`src/rtl/dram_ctrl_fsm.sv`:
```
// -----------------------------------------------------------------------------
// dram_ctrl_fsm
//   Single-port DRAM command sequencer. It takes one word request at a time from
//   the AXI slave wrapper and turns it into PRECHARGE / ACTIVATE / READ / WRITE
//   pin cycles. Rows stay open between requests. Reads wait for DRAM_valid and
//   time out after RD_TIMEOUT cycles. Every accepted request produces exactly
//   one response.
//
//   Handshakes: a transfer happens on a rising edge where valid and ready are
//   both high. A producer holds valid and payload steady until that edge.
//   req_ready is high only in IDLE. rsp_valid/rsp_rdata/rsp_err stay steady
//   until rsp_ready is seen.
//
// Ports
//   dram_clk, dram_rst     clock (rising edge) and async active-low reset
//   req_*                  request channel (valid/ready, write, addr, wdata, wstrb)
//   rsp_*                  response channel (valid/ready, rdata, err)
//   DRAM_CSn/RASn/CASn/WEn registered DRAM command pins
//   DRAM_A, DRAM_D         registered address / write data pins
//   DRAM_Q, DRAM_valid     read data return from the DRAM
//   dbg_state              current FSM state, for checkers and debug
// -----------------------------------------------------------------------------
module dram_ctrl_fsm #(
  parameter int T_RP       = 2,
  parameter int T_RCD      = 2,
  parameter int T_WR       = 2,
  parameter int RD_TIMEOUT = 63
) (
  input  logic        dram_clk,
  input  logic        dram_rst,
  input  logic        req_valid,
  output logic        req_ready,
  input  logic        req_write,
  input  logic [31:0] req_addr,
  input  logic [31:0] req_wdata,
  input  logic [3:0]  req_wstrb,
  output logic        rsp_valid,
  input  logic        rsp_ready,
  output logic [31:0] rsp_rdata,
  output logic        rsp_err,
  output logic        DRAM_CSn,
  output logic        DRAM_RASn,
  output logic        DRAM_CASn,
  output logic [3:0]  DRAM_WEn,
  output logic [10:0] DRAM_A,
  output logic [31:0] DRAM_D,
  input  logic [31:0] DRAM_Q,
  input  logic        DRAM_valid,
  output logic [3:0]  dbg_state
);

  localparam int MAX_A = (T_RP > T_RCD) ? T_RP : T_RCD;
  localparam int MAX_B = (T_WR > RD_TIMEOUT) ? T_WR : RD_TIMEOUT;
  localparam int MAX_P = (MAX_A > MAX_B) ? MAX_A : MAX_B;
  localparam int TW    = $clog2(MAX_P) + 1;

  typedef enum logic [3:0] {
    S_IDLE, S_PRE, S_PRE_WAIT, S_ACT, S_ACT_WAIT,
    S_RD, S_RD_WAIT, S_WR, S_WR_WAIT, S_RESP
  } state_t;

  state_t        state_q, state_d;
  logic [TW-1:0] timer_q, timer_d;
  logic          row_valid_q, row_valid_d;
  logic [10:0]   open_row_q, open_row_d;
  logic [10:0]   row_q, row_d;
  logic [9:0]    col_q, col_d;
  logic          write_q, write_d;
  logic [31:0]   wdata_q, wdata_d;
  logic [3:0]    wstrb_q, wstrb_d;
  logic          req_ready_q, req_ready_d;
  logic          rsp_valid_q, rsp_valid_d;
  logic [31:0]   rsp_rdata_q, rsp_rdata_d;
  logic          rsp_err_q, rsp_err_d;
  logic          csn_q, csn_d, rasn_q, rasn_d, casn_q, casn_d;
  logic [3:0]    wen_q, wen_d;
  logic [10:0]   a_q, a_d;
  logic [31:0]   d_q, d_d;

  // Upper address bits and byte offset carry no meaning for this controller.
  logic unused_addr_bits;
  assign unused_addr_bits = ^{req_addr[31:23], req_addr[1:0]};

  always_comb begin
    state_d     = state_q;
    timer_d     = timer_q;
    row_valid_d = row_valid_q;
    open_row_d  = open_row_q;
    row_d       = row_q;
    col_d       = col_q;
    write_d     = write_q;
    wdata_d     = wdata_q;
    wstrb_d     = wstrb_q;
    rsp_rdata_d = rsp_rdata_q;
    rsp_err_d   = rsp_err_q;

    unique case (state_q)
      S_IDLE: begin
        if (req_valid && req_ready_q) begin
          row_d   = req_addr[22:12];
          col_d   = req_addr[11:2];
          write_d = req_write;
          wdata_d = req_wdata;
          wstrb_d = req_wstrb;
          if (req_write && (req_wstrb == 4'h0)) begin
            // Nothing to write: answer straight away without touching the DRAM.
            state_d     = S_RESP;
            rsp_rdata_d = '0;
            rsp_err_d   = 1'b0;
          end else if (row_valid_q && (req_addr[22:12] == open_row_q)) begin
            state_d = req_write ? S_WR : S_RD;
          end else if (row_valid_q) begin
            state_d = S_PRE;
          end else begin
            state_d = S_ACT;
          end
        end
      end
      S_PRE: begin
        row_valid_d = 1'b0;
        if (T_RP > 1) begin
          state_d = S_PRE_WAIT;
          timer_d = TW'(T_RP - 2);
        end else begin
          state_d = S_ACT;
        end
      end
      S_PRE_WAIT: begin
        if (timer_q == '0) state_d = S_ACT;
        else               timer_d = timer_q - TW'(1);
      end
      S_ACT: begin
        row_valid_d = 1'b1;
        open_row_d  = row_q;
        if (T_RCD > 1) begin
          state_d = S_ACT_WAIT;
          timer_d = TW'(T_RCD - 2);
        end else begin
          state_d = write_q ? S_WR : S_RD;
        end
      end
      S_ACT_WAIT: begin
        if (timer_q == '0) state_d = write_q ? S_WR : S_RD;
        else               timer_d = timer_q - TW'(1);
      end
      S_RD: begin
        state_d = S_RD_WAIT;
        timer_d = TW'(RD_TIMEOUT - 1);
      end
      S_RD_WAIT: begin
        // Data arriving in the last wait cycle still wins over the timeout.
        if (DRAM_valid) begin
          state_d     = S_RESP;
          rsp_rdata_d = DRAM_Q;
          rsp_err_d   = 1'b0;
        end else if (timer_q == '0) begin
          // The row state is unknown after a lost read, so force a fresh ACT.
          state_d     = S_RESP;
          rsp_rdata_d = '0;
          rsp_err_d   = 1'b1;
          row_valid_d = 1'b0;
        end else begin
          timer_d = timer_q - TW'(1);
        end
      end
      S_WR: begin
        rsp_rdata_d = '0;
        rsp_err_d   = 1'b0;
        if (T_WR > 1) begin
          state_d = S_WR_WAIT;
          timer_d = TW'(T_WR - 2);
        end else begin
          state_d = S_RESP;
        end
      end
      S_WR_WAIT: begin
        if (timer_q == '0) state_d = S_RESP;
        else               timer_d = timer_q - TW'(1);
      end
      S_RESP: begin
        if (rsp_ready) state_d = S_IDLE;
      end
      default: state_d = S_IDLE;
    endcase

    // Pins are registered from the state being entered, so a command shows up
    // in the first cycle of its state. A and D hold between commands.
    csn_d  = 1'b1;
    rasn_d = 1'b1;
    casn_d = 1'b1;
    wen_d  = 4'hF;
    a_d    = a_q;
    d_d    = d_q;
    case (state_d)
      S_PRE: begin
        csn_d  = 1'b0;
        rasn_d = 1'b0;
        wen_d  = 4'h0;
      end
      S_ACT: begin
        csn_d  = 1'b0;
        rasn_d = 1'b0;
        a_d    = row_d;
      end
      S_RD: begin
        csn_d  = 1'b0;
        casn_d = 1'b0;
        a_d    = {1'b0, col_d};
      end
      S_WR: begin
        csn_d  = 1'b0;
        casn_d = 1'b0;
        wen_d  = ~wstrb_d;
        a_d    = {1'b0, col_d};
        d_d    = wdata_d;
      end
      default: ;
    endcase

    req_ready_d = (state_d == S_IDLE);
    rsp_valid_d = (state_d == S_RESP);
  end

  always_ff @(posedge dram_clk or negedge dram_rst) begin
    if (!dram_rst) begin
      state_q     <= S_IDLE;
      timer_q     <= '0;
      row_valid_q <= 1'b0;
      open_row_q  <= '0;
      row_q       <= '0;
      col_q       <= '0;
      write_q     <= 1'b0;
      wdata_q     <= '0;
      wstrb_q     <= '0;
      req_ready_q <= 1'b1;
      rsp_valid_q <= 1'b0;
      rsp_rdata_q <= '0;
      rsp_err_q   <= 1'b0;
      csn_q       <= 1'b1;
      rasn_q      <= 1'b1;
      casn_q      <= 1'b1;
      wen_q       <= 4'hF;
      a_q         <= '0;
      d_q         <= '0;
    end else begin
      state_q     <= state_d;
      timer_q     <= timer_d;
      row_valid_q <= row_valid_d;
      open_row_q  <= open_row_d;
      row_q       <= row_d;
      col_q       <= col_d;
      write_q     <= write_d;
      wdata_q     <= wdata_d;
      wstrb_q     <= wstrb_d;
      req_ready_q <= req_ready_d;
      rsp_valid_q <= rsp_valid_d;
      rsp_rdata_q <= rsp_rdata_d;
      rsp_err_q   <= rsp_err_d;
      csn_q       <= csn_d;
      rasn_q      <= rasn_d;
      casn_q      <= casn_d;
      wen_q       <= wen_d;
      a_q         <= a_d;
      d_q         <= d_d;
    end
  end

  assign req_ready = req_ready_q;
  assign rsp_valid = rsp_valid_q;
  assign rsp_rdata = rsp_rdata_q;
  assign rsp_err   = rsp_err_q;
  assign DRAM_CSn  = csn_q;
  assign DRAM_RASn = rasn_q;
  assign DRAM_CASn = casn_q;
  assign DRAM_WEn  = wen_q;
  assign DRAM_A    = a_q;
  assign DRAM_D    = d_q;
  assign dbg_state = state_q;

endmodule
```
`config.mk`:
```
export PLATFORM = sky130hd
export DESIGN_NAME = dram_ctrl_fsm
export DESIGN_NICKNAME = d
export VERILOG_FILES = /design/src/rtl/dram_ctrl_fsm.sv
export SDC_FILE = /design/constraint.sdc
export NUM_CORES = 1
export LEC_CHECK = 0
export ABC_CLOCK_PERIOD_IN_PS = 4500
export CORE_MARGIN = 3
export CORE_UTILIZATION = 52
export DETAILED_ROUTE_END_ITERATION = 12
export PLACE_DENSITY = 0.93
export SLEW_MARGIN = 20
export SYNTH_ARGS = -nofsm -noshare
export SYNTH_HDL_FRONTEND = slang
export SYNTH_SLANG_ARGS = --single-unit
```
`constraint.sdc`:
```
create_clock -name dram_clk -period 4.5 [get_ports dram_clk]
set_input_delay 0.675 -clock dram_clk [delete_from_list [all_inputs] [get_ports dram_clk]]
set_output_delay 0.675 -clock dram_clk [all_outputs]
set_load 0.02 [all_outputs]
```
## Word level (Yosys, flattened, before mapping)

Index checks and enable logic that the tools add are counted.

- Muxes and demuxes: 41
- Add/subtract/negate cells: 1
- Reductions and logical operators: 20
- Equal/unequal tests: 20
- Bitwise operators: 1

Operators by type and width:

| cell | count |
|---|---|
| 2-to-1 mux 32 bit | 6 |
| case mux 32 bit (3 select lines) | 1 |
| case mux 4 bit (10 select lines) | 1 |
| 2-to-1 mux 4 bit | 9 |
| case mux 7 bit (4 select lines) | 1 |
| equality test 4 x 3 -> 1 bit (second input constant) | 6 |
| 2-to-1 mux 11 bit | 2 |
| case mux 11 bit (2 select lines) | 1 |
| 2-to-1 mux 10 bit | 2 |
| 2-to-1 mux 7 bit | 2 |
| equality test 4 x 2 -> 1 bit (second input constant) | 3 |
| equality test 4 bit (second input constant) | 3 |
| zero test 4 bit | 3 |
| equality test 11 bit | 1 |
| 2-to-1 mux 1 bit | 9 |
| equality test 4 x 1 -> 1 bit (second input constant) | 2 |
| != test 2 bit (second input constant) | 4 |
| case mux 4 bit (2 select lines) | 1 |
| zero test 7 bit | 1 |
| subtractor 7 x 1 -> 7 bit (second input constant) | 1 |
| 2-to-1 mux 2 bit | 3 |
| case mux 1 bit (3 select lines) | 2 |
| nonzero test 3 bit | 2 |
| OR reduction 3 bit | 2 |
| 11 further kinds | 15 |

- Output and inout bits: 89
- Word-level logic and storage cells: 102
- Input bits: 106
- Flip-flop bits (word level): 166

## Depth between registers and ports, before layout

- Depth after elaboration: 9
- Mapped depth: 10
- Gate-level depth less buffers: 8

## Worst setup path before layout

Ideal clock, no wire load.

- Kind: input -> register
- From: in req_wstrb[1]
- To: reg d_q[21], in the netlist DRAM_D[21]
- Required time: 4375 ps
- Buffers on the path: 1
- Arrival time: 2269 ps
- Setup slack: 2106 ps
- Cell stages on the path: 7
- Setup time: 125 ps
- Cell sequence: nor4b_2 > nor2b_1 > o32a_1 > o311ai_4 > o211a_4 > buf_8 > mux2_4

- Word-level cells in the longest chain between the ends: 6

Ends and longest elaborated chain:

| what | line | text |
|---|---|---|
| from (decl) | 36 | `input logic [3:0] req_wstrb,` |
| zero test 4 bit | 105 | `if (req_write && (req_wstrb == 4'h0)) begin` |
| logical AND 1 bit | 105 |  |
| 2-to-1 mux 4 bit | 105 |  |
| 2-to-1 mux 4 bit | 99 | `if (req_valid && req_ready_q) begin` |
| case mux 4 bit (10 select lines) | 97 | `unique case (state_q)` |
| equality test 4 x 3 -> 1 bit | 194 | `case (state_d)` |
| to (signal assigned) | 244 | `d_q <= '0;` |
| to (signal assigned) | 264 | `d_q <= d_d;` |
| to (decl) | 78 | `logic [31:0] d_q, d_d;` |

Every way passes these cells.
A chain may end at the register's enable or synchronous reset.

## Final worst setup path

- From: in req_valid
- To: reg a_q[0], in the netlist DRAM_A[0]

- Word-level cells in the longest chain between the ends: 6
- Elaborated cells between the ends (all ways): 13
- Classes of those cells: eq/ne: 3; mux: 7; reduce/logical: 3

Ends and longest elaborated chain:

| what | line | text |
|---|---|---|
| from (decl) | 31 | `input logic req_valid,` |
| logical AND 1 bit (*) | 99 |  |
| 2-to-1 mux 4 bit | 99 |  |
| case mux 4 bit (10 select lines) | 97 |  |
| equality test 4 x 3 -> 1 bit | 194 |  |
| OR reduction 2 bit (no source line) | -- |  |
| case mux 11 bit (2 select lines) or nonzero test 2 bit (tied branches) | -- |  |
| to (signal assigned) | 243 | `a_q <= '0;` |
| to (signal assigned) | 263 | `a_q <= a_d;` |
| to (decl) | 77 | `logic [10:0] a_q, a_d;` |

Every way passes the cells marked *; elsewhere a longest branch is shown, timed or not.

==> results.txt <==
Worst Tran Pin Value -> 0.877 ns
CP Class -> in -> reg
Status -> finished, final reports clean
Multi-input logic area -> 2620 sq um
Core area -> 13,000 sq um
PostCTS Resize Cnt -> 0
Data arrival, critical path -> 3.67 ns
Clock root buffer master -> clkbuf_16
CTS sink cnt -> 166
Peak VDD IR -> 348 uV
Register area share after synthesis -> 58.9%
H-tree Lvls -> 4
CP max-delay cell -> o31a_1
Vias -> 5,426
Delay of the slowest critical-path stage -> 0.62 ns
Vias per inst -> 5.55
Hold/Removal Path Class -> in -> async
GR Overflow Total -> 0
Area leader, netlist -> dfrtp_1
Post-CTS Hold Fix Bufs -> 0
CP bufs+invs -> 3
Max Cap Violations -> 0
Reg2reg setup slack -> 1.14 ns
Antenna violations before repair -> 0
Reg2Reg Depth -> 8
Leakage power of the design -> 4.50 nW
Final net count -> 902
Avg Synthesized Cell Area -> 11.3 sq um
Die height -> 123 microns
Worst R2R Start -> dbg_state[3]
Final period utilization -> 75.3%
EDFF count, synth -> 0
Fin crit period -> 3.39 ns
Clock buffer depth -> 2
Final hold violations -> 0
Final worst clock skew -> 0.00687 ns
Final Wtd Congestion -> 0.887
Largest net degree at the start of global routing -> 99
Synthesized cell area -> 7070 sq um
Final slew viol count -> 0
Crit-path leading delay family -> compound AO/OA/AOI/OAI gates
Area post-placement -> 8970 sq um
Required time worst endpoint -> 4.78 ns
Synthesized flop and latch total -> 166
Crit end category -> register
Chip Width -> 123 microns
DRC Markers -> 0
Total GRT Usage -> 25.4%
DRT Pass-1 Iters -> 5
Setup Buffers After CTS -> 0
Cts bufs inserted -> 17
Routed Antenna Nets -> 0
FFs w/ async S/R, synth -> 100%
Routed wire length -> 18.3 mm
Initial Util -> 54.5%
Fmax -> 295 MHz
Post-synth top area share -> 55.9%
Mapped Nets -> 732
Final Util -> 73.8%
Hold_ws -> 0.328 ns
Synth area leaders -> dfrtp_1, nand2_1, mux2_4
DR WL/cell -> 18.7 microns
Cell count after synthesis -> 624
# placed instances -> 947
Ys flop type -> dfrtp_1
Die ar. -> 15,000 sq um
Setup TNS -> 0 ns
Synthesis Warnings -> 0
Final setup fails -> 0
Clock Latency Late Sink -> 0.42 ns
Pwr per Cell Area -> 756 nW/um^2
Top Ports -> 195
CP Launch Type -> input port
IO Port Bufs -> 183
Unrepaired setup endpoints after global routing -> no
Detail Placement HPWL -> 12.7 mm
Fraction of layout cells with a size suffix above 1 -> 14.2%
Filler Cell Count -> 832
Clock transition at path regs -> 0.06 ns
TritonCTS clock tree -> built
Register Area -> 4160 sq um
Rows -> 41
Number of global-route vias before repair -> 5,753
Max-slew headroom -> 41.4%
Global-route wire length before repair -> 29.3 mm
Finished Cell Area -> 9570 sq um
Post-Layout Cell Count -> 977
R2R Path End -> DRAM_A[0]
Worst-path fanout max -> 26
Library cells used by synthesis -> 61
CP Cell Sequence -> clkdlybuf4s50_1 > and4bb_2 > nand2_2 > nor3b_1 > a31oi_2 > inv_2 > buf_4 > o31a_1 > o211ai_1
Area Overhead vs Synth -> 35.4%
Initial DRC Count -> 485
N_diodes -> 0
[synthesized netlist by cell type, types with 3 or more instances]
library cell,n
nor4_1,3
clkbuf_1,21
buf_1,3
mux2_4,30
a21oi_1,7
o211ai_2,9
nor2_1,12
inv_1,21
nor3_1,6
xor2_1,3
nor2b_1,3
o21ai_0,16
o2111ai_1,10
o211a_1,4
a31oi_1,3
buf_2,10
or3_1,3
xnor2_1,9
a22o_1,32
dfstp_2,8
nand3_1,13
dfrtp_1,158
nand2_1,179
mux2_2,13
[sequential cells by signal (all words and copies together) (netlist names), 4 cells and up]
register and flops:
row_q 11, wdata_q 32, DRAM_D 32, timer_q 7, wstrb_q 4, DRAM_WEn 4
rsp_rdata 32, col_q 10, open_row_q 11, dbg_state 4, DRAM_A 11
[metal layers]
metal  part of all wire (%)  global-route usage (%)  wire, microns
met3                    7.4                    6.73           1350
met4                    2.6                    10.2            471
met2                     51                    43.7           9340
met1                     39                    30.3           7150
met5                      0                       0              0
[logic make-up (layout without fill, tap and decap cells)]
family,Yosys count,in the layout,synth area share [%]
fa+ha+maj,2,2,0.354
flops,166,166,58.9
mux,43,43,8.44
buf+inv,62,243,4.26
xor+xnor,12,12,1.49
compound gates,100,100,12.0
simple gates,239,239,14.5
[per-stage QoR]
step / total power, mW / setup slack [ns]
after floorplan: 4.44 / 2.11
after global placement: 5.54 / 0.780
after detailed placement: 5.72 / 0.697
after CTS: 7.26 / 1.14
after global routing: 7.65 / 0.920
final: 7.24 / 1.11
[worst max-delay path by stage]
| stage | depth (start not counted) | end | slack (ns) | start |
|---|---|---|---|---|
| after floorplan | 7 | DRAM_D[21] | 2.11 | req_wstrb[1] |
| after global placement | 7 | DRAM_D[31] | 0.78 | req_valid |
| after detailed placement | 9 | DRAM_A[0] | 0.70 | req_valid |
| after CTS | 9 | DRAM_A[0] | 1.14 | req_valid |
| after global routing | 9 | DRAM_A[0] | 0.92 | req_valid |
| final | 9 | DRAM_A[0] | 1.11 | req_valid |
[cell type report]
cell class	count	area share, %
multi-input cells	396	27.3
well taps	172	2.25
clock buffers	20	4.67
clock inverters	10	1.62
repair buffers	191	19.8
flip-flops and latches	166	43.5
inverters	22	0.863
[worst register-to-register path, delay by kind of cell (launching register included)]
kind	cells	cell delay, ns
AO/OA/AOI/OAI	3	1.11
flip-flops	1	0.53
AND/OR/NAND/NOR	3	1.16
buffers and inverters	2	0.41
[placed cells by master (no fill, tap or decap), types with 9 or more instances in the layout]
| cell type | netlist | routed |
|---|---|---|
| dfrtp_1 | 158 | 158 |
| o2111ai_1 | 10 | 10 |
| nand2_1 | 179 | 179 |
| clkbuf_16 | 0 | 17 |
| nand3_1 | 13 | 13 |
| clkdlybuf4s50_1 | 0 | 182 |
| o21ai_0 | 16 | 16 |
| mux2_2 | 13 | 13 |
| xnor2_1 | 9 | 9 |
| mux2_4 | 30 | 30 |
| o211ai_2 | 9 | 9 |
| nor2_1 | 12 | 12 |
| inv_1 | 21 | 21 |
| a22o_1 | 32 | 32 |
[where the power goes]
group	internal, mW	total [mW]	switching (mW)	leakage (nW)
sequential	2.20	2.62	0.416	2.12
combinational	1.43	3.13	1.70	2.09
clock	0.932	1.49	0.555	0.292
Power figures use the tool's default switching activity.
